File: src/rtl/turn_scheduler_if.sv
// Handshake bundle between the dice source, the turn scheduler and the per-player movement controllers.
interface turn_scheduler_if #(
  parameter int NUM_PLAYERS = 2,
  parameter int PW          = (NUM_PLAYERS > 1) ? $clog2(NUM_PLAYERS) : 1
);
  logic                   roll_valid;
  logic [2:0]             roll_value;
  logic                   roll_ready;
  logic                   roll_error;
  logic                   new_game;
  logic [NUM_PLAYERS-1:0] move_start;
  logic [9:0]             target_x;
  logic [NUM_PLAYERS-1:0] move_done;
  logic [PW-1:0]          active_player;
  logic                   timeout_err;
  logic                   game_over;
  logic [PW-1:0]          winner;

  modport master (
    output roll_valid, roll_value, new_game, move_done,
    input  roll_ready, roll_error, move_start, target_x, active_player,
           timeout_err, game_over, winner
  );

  modport slave (
    input  roll_valid, roll_value, new_game, move_done,
    output roll_ready, roll_error, move_start, target_x, active_player,
           timeout_err, game_over, winner
  );
endinterface

File: src/rtl/turn_scheduler.sv
// Turn sequencer: turns a roll into a clamped target, launches the active player's move,
// waits for done (or timeout), commits the position, rotates the turn and detects the winner.
module turn_scheduler #(
  parameter int NUM_PLAYERS    = 2,
  parameter int NUM_TILES      = 11,
  parameter int MAX_ROLL       = 6,
  parameter int TIMEOUT_CYCLES = 1_000_000
) (
  input logic             clk,
  input logic             reset,
  turn_scheduler_if.slave bus
);
  localparam int PW = (NUM_PLAYERS > 1) ? $clog2(NUM_PLAYERS) : 1;
  localparam int TW = $clog2(NUM_TILES);
  localparam int CW = $clog2(TIMEOUT_CYCLES + 1);
  localparam logic [TW-1:0] FLAG = TW'(NUM_TILES - 1);
  localparam logic [2:0]    MAXR = 3'(MAX_ROLL);

  typedef enum logic [1:0] {WAIT_ROLL, LAUNCH, MOVING, GAME_OVER} state_t;

  state_t                 state, state_nx;
  logic [TW-1:0]          pos [NUM_PLAYERS];
  logic [TW-1:0]          target;
  logic [PW-1:0]          active;
  logic [PW-1:0]          win;
  logic [CW-1:0]          cnt;
  logic [NUM_PLAYERS-1:0] start_q;
  logic                   err_q;
  logic                   tmo_q;

  logic                   accept;
  logic                   legal;
  logic                   done_act;
  logic                   tmo_hit;
  logic                   turn_end;
  logic                   restart;
  logic [TW+2:0]          sum;
  logic [TW-1:0]          clamped;

  always_ff @(posedge clk or posedge reset) begin
    if (reset) state <= WAIT_ROLL;
    else       state <= state_nx;
  end

  always_comb begin
    accept   = 1'b0;
    legal    = 1'b0;
    done_act = 1'b0;
    tmo_hit  = 1'b0;
    turn_end = 1'b0;
    restart  = 1'b0;
    state_nx = state;
    sum      = (TW+3)'(pos[active]) + (TW+3)'(bus.roll_value);
    clamped  = (sum >= (TW+3)'(NUM_TILES - 1)) ? FLAG : sum[TW-1:0];

    accept   = (state == WAIT_ROLL) && bus.roll_valid;
    legal    = (bus.roll_value != 3'd0) && (bus.roll_value <= MAXR);
    done_act = bus.move_done[active];
    tmo_hit  = (state == MOVING) && (cnt == CW'(TIMEOUT_CYCLES - 1));
    // Done is honoured already in LAUNCH for zero-latency controllers.
    turn_end = ((state == LAUNCH) || (state == MOVING)) && (done_act || tmo_hit);
    restart  = (state == GAME_OVER) && bus.new_game;

    case (state)
      WAIT_ROLL: if (accept && legal) state_nx = LAUNCH;
      LAUNCH,
      MOVING: begin
        if (turn_end)             state_nx = (target == FLAG) ? GAME_OVER : WAIT_ROLL;
        else if (state == LAUNCH) state_nx = MOVING;
      end
      GAME_OVER: if (restart) state_nx = WAIT_ROLL;
      default:   state_nx = WAIT_ROLL;
    endcase
  end

  always_ff @(posedge clk or posedge reset) begin
    if (reset) begin
      for (int i = 0; i < NUM_PLAYERS; i++) pos[i] <= '0;
      target  <= '0;
      active  <= '0;
      win     <= '0;
      cnt     <= '0;
      start_q <= '0;
      err_q   <= 1'b0;
      tmo_q   <= 1'b0;
    end else begin
      err_q   <= accept && !legal;
      start_q <= (accept && legal) ? (NUM_PLAYERS'(1) << active) : '0;
      // A done in the same cycle as the timeout wins, so no error pulse then.
      tmo_q   <= turn_end && !done_act;

      if (accept && legal) target <= clamped;

      if (state == LAUNCH)      cnt <= '0;
      else if (state == MOVING) cnt <= cnt + CW'(1);

      if (turn_end) begin
        pos[active] <= target;
        if (target == FLAG)                      win    <= active;
        else if (active == PW'(NUM_PLAYERS - 1)) active <= '0;
        else                                     active <= active + PW'(1);
      end

      if (restart) begin
        for (int i = 0; i < NUM_PLAYERS; i++) pos[i] <= '0;
        active <= '0;
        win    <= '0;
      end
    end
  end

  assign bus.roll_ready    = (state == WAIT_ROLL);
  assign bus.roll_error    = err_q;
  assign bus.move_start    = start_q;
  assign bus.target_x      = 10'(target);
  assign bus.active_player = active;
  assign bus.timeout_err   = tmo_q;
  assign bus.game_over     = (state == GAME_OVER);
  assign bus.winner        = win;
endmodule

File: src/flat_wrapper.sv
// flat-port wrapper written by rule: the top's interface ports become plain ports
module turn_scheduler_flat 
#(
  parameter int NUM_PLAYERS    = 2,
  parameter int NUM_TILES      = 11,
  parameter int MAX_ROLL       = 6,
  parameter int TIMEOUT_CYCLES = 1_000_000
)
  (clk, reset, bus_roll_valid, bus_roll_value, bus_new_game, bus_move_done, bus_roll_ready, bus_roll_error, bus_move_start, bus_target_x, bus_active_player, bus_timeout_err, bus_game_over, bus_winner);
  turn_scheduler_if #(.NUM_PLAYERS(NUM_PLAYERS)) bus_i ();
  input logic clk;
  input logic reset;
  input wire logic [$bits(bus_i.roll_valid)-1:0] bus_roll_valid;
  input wire logic [$bits(bus_i.roll_value)-1:0] bus_roll_value;
  input wire logic [$bits(bus_i.new_game)-1:0] bus_new_game;
  input wire logic [$bits(bus_i.move_done)-1:0] bus_move_done;
  output wire logic [$bits(bus_i.roll_ready)-1:0] bus_roll_ready;
  output wire logic [$bits(bus_i.roll_error)-1:0] bus_roll_error;
  output wire logic [$bits(bus_i.move_start)-1:0] bus_move_start;
  output wire logic [$bits(bus_i.target_x)-1:0] bus_target_x;
  output wire logic [$bits(bus_i.active_player)-1:0] bus_active_player;
  output wire logic [$bits(bus_i.timeout_err)-1:0] bus_timeout_err;
  output wire logic [$bits(bus_i.game_over)-1:0] bus_game_over;
  output wire logic [$bits(bus_i.winner)-1:0] bus_winner;
  assign bus_i.roll_valid = bus_roll_valid;
  assign bus_i.roll_value = bus_roll_value;
  assign bus_i.new_game = bus_new_game;
  assign bus_i.move_done = bus_move_done;
  assign bus_roll_ready = bus_i.roll_ready;
  assign bus_roll_error = bus_i.roll_error;
  assign bus_move_start = bus_i.move_start;
  assign bus_target_x = bus_i.target_x;
  assign bus_active_player = bus_i.active_player;
  assign bus_timeout_err = bus_i.timeout_err;
  assign bus_game_over = bus_i.game_over;
  assign bus_winner = bus_i.winner;
  turn_scheduler #(.NUM_PLAYERS(NUM_PLAYERS), .NUM_TILES(NUM_TILES), .MAX_ROLL(MAX_ROLL), .TIMEOUT_CYCLES(TIMEOUT_CYCLES)) u_core (.clk(clk), .reset(reset), .bus(bus_i));
endmodule
File: config.mk
export PLATFORM = sky130hd
export DESIGN_NAME = turn_scheduler_flat
export DESIGN_NICKNAME = d
export VERILOG_FILES = /design/src/rtl/turn_scheduler_if.sv /design/src/rtl/turn_scheduler.sv /design/src/flat_wrapper.sv
export SDC_FILE = /design/constraint.sdc
export NUM_CORES = 1
export LEC_CHECK = 0
export ABC_CLOCK_PERIOD_IN_PS = 3190
export BUFFER_PORTS_ARGS = -buffer_cell sky130_fd_sc_hd__buf_2
export CAP_MARGIN = 20
export CORE_ASPECT_RATIO = 1.5
export CORE_UTILIZATION = 50
export DETAILED_ROUTE_END_ITERATION = 10
export MAX_ROUTING_LAYER = met4
export PLACE_DENSITY = 0.76
export SKIP_LAST_GASP = 1
export SYNTH_ARGS = -nofsm -noshare
export SYNTH_HDL_FRONTEND = slang
export SYNTH_SLANG_ARGS = --single-unit
File: constraint.sdc
create_clock -name clk -period 3.19 [get_ports clk]
set_clock_uncertainty 0.15 [all_clocks]
set_input_delay 0.1595 -clock clk [delete_from_list [all_inputs] [get_ports clk]]
set_output_delay 0.1595 -clock clk [all_outputs]
set_load 0.01 [all_outputs]
==> results by group <==
Outcome
  • Status: finished, final reports clean

Power and ir drop
  • PwrDens: 785 nW/µm²
  • P_leak: 0.00124 µW
  • Max VDD drop: 546 µV

Synthesis
  • Synth top cells by count: dfrtp_1, nand2_1, nor2_1
  • Most frequent cell after synthesis: dfrtp_1
  • Ys Warns: 0
  • Xor and xnor fraction of the mapped netlist area: 5.86%
  • Post-Synthesis Cells: 231
  • Syn_area_per_cell: 9.71 µm²
  • Mux cell area share after synthesis: 7.81%
  • Main synth FF type: dfrtp_1
  • Simple-gate share of the synthesized area: 22.1%
  • Top cell type's share of synthesized area: 44.6%
  • Post-synth EDFFs: 0
  • Synth area leaders: dfrtp_1, mux2i_1, ha_1, nand2_1, xor2_1
  • Distinct cells, synth: 45
  • Sequential fraction of the synthesis area: 44.6%
  • Synth Area in Compound Gates: 8.15%
  • Post-synthesis adder-cell area fraction: 6.47%
  • Cell Area, Synth: 2240 µm²
  • Largest family of logic cells by synthesized area: simple AND/OR/NAND/NOR gates
  • Yosys top cell by area: dfrtp_1
  • Asr flop ratio synth: 100%
  • Yosys reg bits: 40

Placement
  • HPWL after DPL: 3340 µm
  • Post-Place Worst Slack: 0.616 ns
  • Port Buffers: 20
  • GP Congestion: 0.833

Clock tree
  • CTS tree: done
  • Worst skew pair latency: 0.30 ns
  • Clk buf depth: 2
  • Setup repair bufs after CTS: 0
  • CTS Sinks: 40
  • Root buffer cell: clkbuf_8
  • CTS H-Tree Depth: 2
  • Worst-path clk slew: 0.08 ns
  • CTS Buf Count: 5

STA
  • Final setup fails: 0
  • Worst Tran Pin Value: 0.748 ns
  • Max_slew headroom: 50.0%
  • Min Tclk post-route: 2.61 ns
  • Setup TNS: 0 ns
  • Final Hold Fails: 0
  • Final setup margin: 0.580 ns
  • Unrepaired setup endpoints after global routing: false
  • Fmax: 0.383 GHz
  • Max Slew Vio Count: 0
  • Period utilization: 81.8%
  • Final hold slack: 0.0286 ns

Global routing
  • Antenna violations before repair: 0
  • Vias in the first global route: 1715
  • All-Layer GR Usage: 21.7%
  • First-pass GRT wire length: 7730 µm
  • Largest net degree at the start of global routing: 22
  • Remaining Overflow, GRT: 0

Worst setup path
  • Startpoint types: register
  • Crit path max-delay cell type: ha_1
  • Worst-path maximum fanout: 14
  • CP peak stage delay: 0.52 ns
  • Critical Path RT: 3.23 ns
  • Crit-path leading delay family: compound AO/OA/AOI/OAI gates
  • CP bufs+invs: 1
  • Worst-path cell chain: inv_1 -> ha_1 -> nand3_1 -> nor4_4 -> a22oi_2 -> a211o_1 -> a22o_1
  • CP Capture Type: register
  • Critical path type: register to register
  • Critical Path AT: 2.65 ns

Cells and area
  • Share of layout cells above drive strength 1: 16.0%
  • Ant. Diodes: 0
  • FILL cells: 388
  • Area of the multi-input gates: 1150 µm²
  • Nets: 276
  • Reg area: 1000 µm²
  • P&R area growth vs syn: 12.1%

Detailed routing
  • Router iterations before antenna repair: 4
  • Met3 wire length: 105 µm
  • Final WL: 4440 µm
  • Met2 WL: 2520 µm
  • Residual DRC: 0
  • Wire length per cell: 14.7 µm
  • Vias per inst: 5.64
  • ANT nets after route: 0
  • Top Layer Used: met4
  • DR iter-0 viols: 46
  • Met1 Wirelength: 1710 µm
  • Routed via count: 1708

Floorplan
  • # IOs: 27
  • Die ar.: 4760 µm²
  • Chip Height: 84.0 µm
  • Core area: 4280 µm²
  • Initial Utilization: 52.4%
  • Die width: 56.7 µm
  • Num rows: 29

Flow run
  • Total of max-cap violations: 0

Worst hold path
  • HP Class: input pin to register
[path summary, 6_finish.rpt]
path	startpoint	end	slack (ns)	cells past startpoint
setup / recovery	u_core.state[1]	u_core.state[1]	0.58	7
hold / removal	bus_move_done[0]	u_core.bus.timeout_err	0.03	3
setup reg to reg	u_core.state[1]	u_core.state[1]	0.58	7
hold reg to reg	u_core.pos[6]	u_core.pos[6]	0.38	2
max in group asynchronous	reset	u_core.bus.roll_error	1.75	4
min in group asynchronous	reset	u_core.cnt[12]	0.38	3
[per-layer routing]
metal | up-vias | GRT usage, %
li1 | 826 | -
met2 | 24 | 39.8
met4 | 0 | 7.50
met3 | 9 | 4.96
met1 | 849 | 22.0
met5 | - | -
[cells by family (layout without fill, tap and decap cells)]
logic type               count (synthesis)  count (layout)
AO/OA/AOI/OAI                           29              29
flip-flops                              40              40
other                                    1               6
XOR/XNOR                                15              15
AND/OR/NAND/NOR                         96              96
buffers and inverters                   22              43
multiplexers                            17              17
adder cells (fa/ha/maj)                 11              11
[sequential cells by signal, indices dropped and copies added (netlist names)]
register,cells
u_core.bus.winner,1
u_core.bus.active_player,1
u_core.bus.roll_error,1
u_core.pos,8
u_core.cnt,20
u_core.bus.move_start,2
u_core.target,4
u_core.bus.timeout_err,1
u_core.state,2
[area by class of cell]
cell class,instances,area share (%)
Timing Repair Buffer,25,5.68
Inverter,10,1.49
Clock buffer,6,3.29
Multi-Input combinational cell,174,45.9
Sequential cell,40,39.8
Tap cell,46,2.29
Clock inverter,2,1.54
[power by group]
| part | switching, µW | total (µW) | internal, µW | leakage [µW] |
|---|---|---|---|---|
| Clock | 182 | 438 | 256 | 0.0000614 |
| Sequential | 102 | 717 | 616 | 0.000534 |
| Combinational | 480 | 817 | 338 | 0.000648 |
| Total | 763 | 1970 | 1210 | 0.00124 |
[cells in the final DEF, fill, tap and decap left out, types with 2 or more instances in the layout]
| cell type | instances |
|---|---|
| a22o_1 | 2 |
| and3_1 | 4 |
| mux2_2 | 4 |
| o21ai_0 | 11 |
| clkbuf_8 | 6 |
| nor3_1 | 4 |
| xor2_1 | 12 |
| nand2_1 | 30 |
| buf_2 | 20 |
| nor4_1 | 4 |
| xnor2_1 | 3 |
| inv_1 | 10 |
| nand3_1 | 11 |
| a21boi_1 | 2 |
| a21oi_1 | 6 |
| nor2b_1 | 3 |
| dlygate4sd3_1 | 2 |
| conb_1 | 6 |
| or3_1 | 4 |
| mux2i_1 | 13 |
| ha_1 | 10 |
| nand4_1 | 2 |
| nand2b_1 | 3 |
| buf_4 | 3 |
| dfrtp_1 | 40 |
| nor2_1 | 22 |
[worst min-delay path: cells and delay by family]
kind | cells | cell delay, ns
buf+inv | 1 | 0.07
mux | 1 | 0.16
simple gates | 1 | 0.05
[per-stage QoR]
stage	cell area [µm²]	utilization (%)	instances	power, µW
2_1_floorplan	2260	-	236	1330
3_3_place_gp	2370	55.4	293	1520
3_5_place_dp	2370	55.4	293	1540
4_1_cts	2510	58.7	303	1990
5_1_grt	2510	58.7	303	2130
6_report	2510	58.7	303	1970
[timing repair]
action,CTS,global route
setup endpoints to repair,0,0
hold endpoints to repair,20,0
resized for setup,0,0
hold buffers,2,0
Note: power is estimated with default switching activity, not from simulation.
